`config.mk`:
```
export PLATFORM = sky130hd
export DESIGN_NAME = spi_arb
export DESIGN_NICKNAME = d
export VERILOG_FILES = /design/src/rtl/spi_arb_pkg.sv /design/src/rtl/spi_arb.sv
export SDC_FILE = /design/constraint.sdc
export NUM_CORES = 1
export LEC_CHECK = 0
export ABC_AREA = 1
export CORE_ASPECT_RATIO = 0.6
export CORE_MARGIN = 1
export CORE_UTILIZATION = 46
export DETAILED_ROUTE_END_ITERATION = 10
export GPL_TIMING_DRIVEN = 0
export PLACE_DENSITY = 0.85
export SKIP_CTS_REPAIR_TIMING = 1
export SLEW_MARGIN = 20
export SYNTH_ARGS = -nofsm -noshare
export SYNTH_HDL_FRONTEND = slang
export SYNTH_SLANG_ARGS = --single-unit
export TNS_END_PERCENT = 5
```
`constraint.sdc`:
```
create_clock -name clk -period 3.1 [get_ports clk]
set_input_delay 0.465 -clock clk [delete_from_list [all_inputs] [get_ports clk]]
set_output_delay 0.465 -clock clk [all_outputs]
set_load 0.02 [all_outputs]
```
`src/rtl/spi_arb_pkg.sv`:
```
// Shared types for the SPI master arbiter: FSM state encoding, requester
// identities and the contention pick.
package spi_arb_pkg;

   typedef enum logic [1:0] {
      IDLE   = 2'd0,
      LAUNCH = 2'd1,
      BUSY   = 2'd2,
      GAP    = 2'd3
   } state_t;

   localparam logic REQ_INERT = 1'b0;
   localparam logic REQ_A2D   = 1'b1;

   // Owner chosen in IDLE; rr is the requester favoured on contention.
   function automatic logic pick_owner(input logic r0, input logic r1,
                                       input logic rr, input bit prio_fix);
      logic w;
      if (r0 && r1) begin
         w = prio_fix ? REQ_INERT : rr;
      end else if (r1) begin
         w = REQ_A2D;
      end else begin
         w = REQ_INERT;
      end
      return w;
   endfunction

endpackage

```
`src/rtl/spi_arb.sv`:
```
// spi_arb: shares one SPI_mstr16 between the inertial sensor and the A2D reader,
// one 16-bit transaction per grant, with burst lock and an enforced idle gap.
module spi_arb
   import spi_arb_pkg::*;
#(
   parameter int unsigned GAP_CYC  = 4,
   parameter bit          PRIO_FIX = 1'b0
) (
   input  logic        clk,
   input  logic        rst,
   input  logic        req0,
   input  logic        lock0,
   input  logic [15:0] cmd0,
   output logic        done0,
   input  logic        req1,
   input  logic        lock1,
   input  logic [15:0] cmd1,
   output logic        done1,
   output logic [15:0] rd_data,
   output logic        mstr_wrt,
   output logic [15:0] mstr_cmd,
   input  logic        mstr_done,
   input  logic [15:0] mstr_rd_data,
   input  logic        mstr_SS_n,
   output logic        SS0_n,
   output logic        SS1_n
);

   localparam logic [7:0] GAP_LOAD = 8'(GAP_CYC - 32'd1);

   state_t      state_r, state_s;
   logic        sel_r, sel_s;
   logic        rr_r, rr_s;
   logic        lock_r, lock_s;
   logic [7:0]  gap_r, gap_s;
   logic        req_sel_s;
   logic        xfer_done_s;
   logic [15:0] cmd_sel_s;

   assign req_sel_s   = (sel_r == REQ_A2D) ? req1 : req0;
   assign xfer_done_s = (state_r == BUSY) && mstr_done;
   assign cmd_sel_s   = (sel_s == REQ_A2D) ? cmd1 : cmd0;

   // Reset forces both selects high at once, before the master sees its own reset.
   assign SS0_n = (!rst && (sel_r == REQ_INERT)) ? mstr_SS_n : 1'b1;
   assign SS1_n = (!rst && (sel_r == REQ_A2D))   ? mstr_SS_n : 1'b1;

   // Next-state logic: grant, launch, wait for the master, then hold the gap.
   always_comb begin
      state_s = state_r;
      sel_s   = sel_r;
      rr_s    = rr_r;
      lock_s  = lock_r;
      gap_s   = gap_r;
      case (state_r)
         IDLE: begin
            if (req0 || req1) begin
               sel_s   = pick_owner(req0, req1, rr_r, PRIO_FIX);
               state_s = LAUNCH;
            end else begin
               state_s = IDLE;
            end
         end
         LAUNCH: begin
            state_s = BUSY;
         end
         BUSY: begin
            if (mstr_done) begin
               state_s = GAP;
               gap_s   = GAP_LOAD;
               lock_s  = (sel_r == REQ_A2D) ? lock1 : lock0;
            end else begin
               state_s = BUSY;
            end
         end
         GAP: begin
            if (gap_r != 8'd0) begin
               gap_s = gap_r - 8'd1;
            end else if (lock_r && req_sel_s) begin
               state_s = LAUNCH;
            end else begin
               state_s = IDLE;
               rr_s    = ~sel_r;
            end
         end
         default: begin
            state_s = IDLE;
         end
      endcase
   end

   // Control state registers.
   always_ff @(posedge clk or posedge rst) begin
      if (rst) begin
         state_r <= IDLE;
         sel_r   <= REQ_INERT;
         rr_r    <= REQ_INERT;
         lock_r  <= 1'b0;
         gap_r   <= 8'd0;
      end else begin
         state_r <= state_s;
         sel_r   <= sel_s;
         rr_r    <= rr_s;
         lock_r  <= lock_s;
         gap_r   <= gap_s;
      end
   end

   // Registered outputs toward the master and the requesters.
   always_ff @(posedge clk or posedge rst) begin
      if (rst) begin
         mstr_wrt <= 1'b0;
         mstr_cmd <= 16'h0000;
         rd_data  <= 16'h0000;
         done0    <= 1'b0;
         done1    <= 1'b0;
      end else begin
         mstr_wrt <= (state_s == LAUNCH);
         if (state_s == LAUNCH) begin
            mstr_cmd <= cmd_sel_s;
         end
         if (xfer_done_s) begin
            rd_data <= mstr_rd_data;
         end
         done0 <= xfer_done_s && (sel_r == REQ_INERT);
         done1 <= xfer_done_s && (sel_r == REQ_A2D);
      end
   end

endmodule
```
==> run_results.csv <==
group,metric,value,unit
finish,fin_util,0.743,
global_route,grt_max_degree,30,
finish,n_antenna_cell,0,
die,dieHeight,56.8,um
clock_tree,cts_inserted_buffers,5,
synthesis,ys.flop_type,"dfrtp_1",
die,dieArea,0.00530,mm^2
run_status,outcome,"finished clean",
power,p_total,3.41,mW
timing,finalHoldViolCount,0,
route,drc,0,
clock_tree,cts_buffer_depth,2,
synthesis,synth_area,0.00230,mm^2
setup_path,setup.worst_path.end_class,"primary output",
setup_path,critPathKind,"input pin to primary output",
timing,fin_skew,0.00617,ns
timing,fmax,384,MHz
clock_tree,cts_tree,"built",
synthesis,ys_seq_elements,48,
power,p_sw_frac,0.408,
synthesis,syn_nets,351,
synthesis,ys_types,25,
synthesis,yosysMostFrequentCell,"nand2_1",
power,ir_drop,514,uV
finish,fillers,327,
synthesis,synth_area_leaders,"dfrtp_1 52%, nand2_1 23%, nand3_1 9.6%, nor2_1 2.3%, inv_1 1.6%",
finish,fin_area,0.00348,mm^2
global_route,grtUsageTotal,0.234,
clock_tree,path_clk_slew,0.09,ns
synthesis,async_reset_ff_frac,1.00,
setup_path,rrSetupSlack,1.24,ns
global_route,grt_pass1_vias,2134,
power,power_density,979,mW/mm^2
min_path,hold_class,"input pin to async pin",
die,rows,19,
power,p_comb_frac,0.508,
timing,finalSetupViolCount,0,
setup_path,required,2.63,ns
route,vias,2220,
clock_tree,cts_sinks,48,
setup_path,critical_path.max_fanout,29,
timing,rsz0062_at_grt,"false",
synthesis,netlist_instances,294,
power,clkPwrFrac,0.182,
synthesis,ys_seq_area_frac,0.522,
synthesis,ys.warnings.count,0,
route,ant_nets,0,
route,wire_per_inst,12.5,um
synthesis,synth_top_area_frac,0.522,
setup_path,worstSetupStartpointType,"input pin",
placed_design,place_area,0.00332,mm^2
finish,drive_gt1_frac,0.0785,
setup_path,worstRegToRegCells,10,
die,core,0.00468,mm^2
route,drtPass1Iterations,4,
global_route,grt_pass1_wl,9.47,mm
die,ios,93,
timing,tightest_slew,0.461,ns
die,initial_core_util,0.492,
route,postRouteWirelength,5.75,mm
timing,maxSlewHeadroom,0.692,
run,drv_cap,0,
clock_tree,htree_levels,2,
power,p_leak,1.73,nW
power,p_int,2.02,mW
placed_design,io_buffers,92,
timing,worst_hold_slack,0.475,ns
finish,fin_nets,451,
route,viasPerCell,4.85,
die,fp.dieW,93.3,um
timing,fin_crit_sh,0.839,
global_route,grt_remaining_overflow,0,
timing,finalCriticalPeriod,2.60,ns
clock_tree,clock_latency,0.31,ns
finish,syn2layout_area_growth,51.2,%
global_route,antenna_found_initial,0,
setup_path,timing.rr.end,"mstr_cmd[1]$_DFFE_PP0N_",
synthesis,synth_edf_count,0,
synthesis,synth_area_per_cell,7.83,um^2
power,switchingPower,1.39,mW
power,p_seq_frac,0.310,
synthesis,ys_top_cells_by_count,"139 x nand2_1, 48 x dfrtp_1, 44 x nand3_1",
timing,drv_slew,0,
placed_design,gp_congestion,0.855,
setup_path,arrival,2.14,ns
clock_tree,root_buffer,"clkbuf_8",
route,drtIter0Drc,85,
setup_path,rr_startpoint,"gap_r[0]$_DFFE_PP0P_",
synthesis,synth.largest_area_cell,"dfrtp_1",
placed_design,hpwl,4.31,mm
power by group through the flow:
| stage | combinational (mW) | clock [mW] | sequential, mW |
|---|---|---|---|
| floorplan | 0.795 | 0 | 1.29 |
| global placement | 1.68 | 0 | 1.06 |
| detailed placement | 1.73 | 0 | 1.06 |
| CTS | 1.74 | 0.622 | 1.06 |
| global route | 1.90 | 0.650 | 1.09 |
| finish | 1.73 | 0.620 | 1.06 |
metal layers:
metal | share of wire | track usage
met1 | 0.46 | 0.302
met5 | 0 | 0
met3 | 0.065 | 0.0650
met4 | 0.017 | 0.0901
met2 | 0.46 | 0.374
worst max-delay path: stages:
cell             delay [ns]
clkdlybuf4s50_1        0.41
inv_2                  0.35
buf_12                 0.25
nand3_1                0.09
clkdlybuf4s50_1        0.54
cells in the final DEF, fill, tap and decap left out, drive strengths merged:
cell type and n:
buf 7, a22oi 1, a21oi 2, nand2 144, inv 14, xor2 2
nand4 2, o21ai 7, or2 1, clkdlybuf4s50 92, clkbuf 8, dfrtp 48
nand3 44, ha 1, nor2 18, bufinv 3, o21a 1
flip-flops by register name (all words and copies together) (netlist names), 2 cells and up:
signal    count
gap_r         8
mstr_cmd     16
rd_data      16
state_r       2
worst max-delay path by stage:
stage          slack [ns]  cells after the start  startpoint     to
2_1_floorplan        0.67                      2         rst  SS1_n
3_3_place_gp        -0.43                      4         rst  SS1_n
3_5_place_dp         0.45                      5         rst  SS0_n
4_1_cts              0.45                      5         rst  SS0_n
5_1_grt              0.36                      5         rst  SS0_n
6_report             0.50                      5         rst  SS0_n
stage by stage:
stage | setup TNS, ns | setup WS, ns | cells
floorplan | 0 | 0.674 | 294
global placement | -0.848 | -0.432 | 449
detailed placement | 0 | 0.445 | 450
CTS | 0 | 0.451 | 458
global route | 0 | 0.364 | 458
finish | 0 | 0.498 | 458
cell type report:
class	instances	area [um^2]	share of cell area
tap	63	78.8	0.0226
inverter	14	52.6	0.0151
timing repair buffer	93	941	0.270
buffer	9	56.3	0.0162
sequential	48	1200	0.345
clock inverter	3	90.1	0.0259
multi-input combinational	223	992	0.285
clock buffer	5	68.8	0.0198
cell families (layout without fill, tap and decap cells):
| group | after synthesis | after routing | share of synthesized area |
|---|---|---|---|
| and+or+nand+nor | 209 | 209 | 0.390 |
| DFF | 48 | 48 | 0.522 |
| buffers and inverters | 23 | 124 | 0.0473 |
| AOI/OAI and AO/OA | 11 | 11 | 0.0277 |
| xor gates and xnor gates | 2 | 2 | 0.00761 |
| adders and majority gates | 1 | 1 | 0.00543 |
No activity file was read; power rests on OpenSTA's default activity.
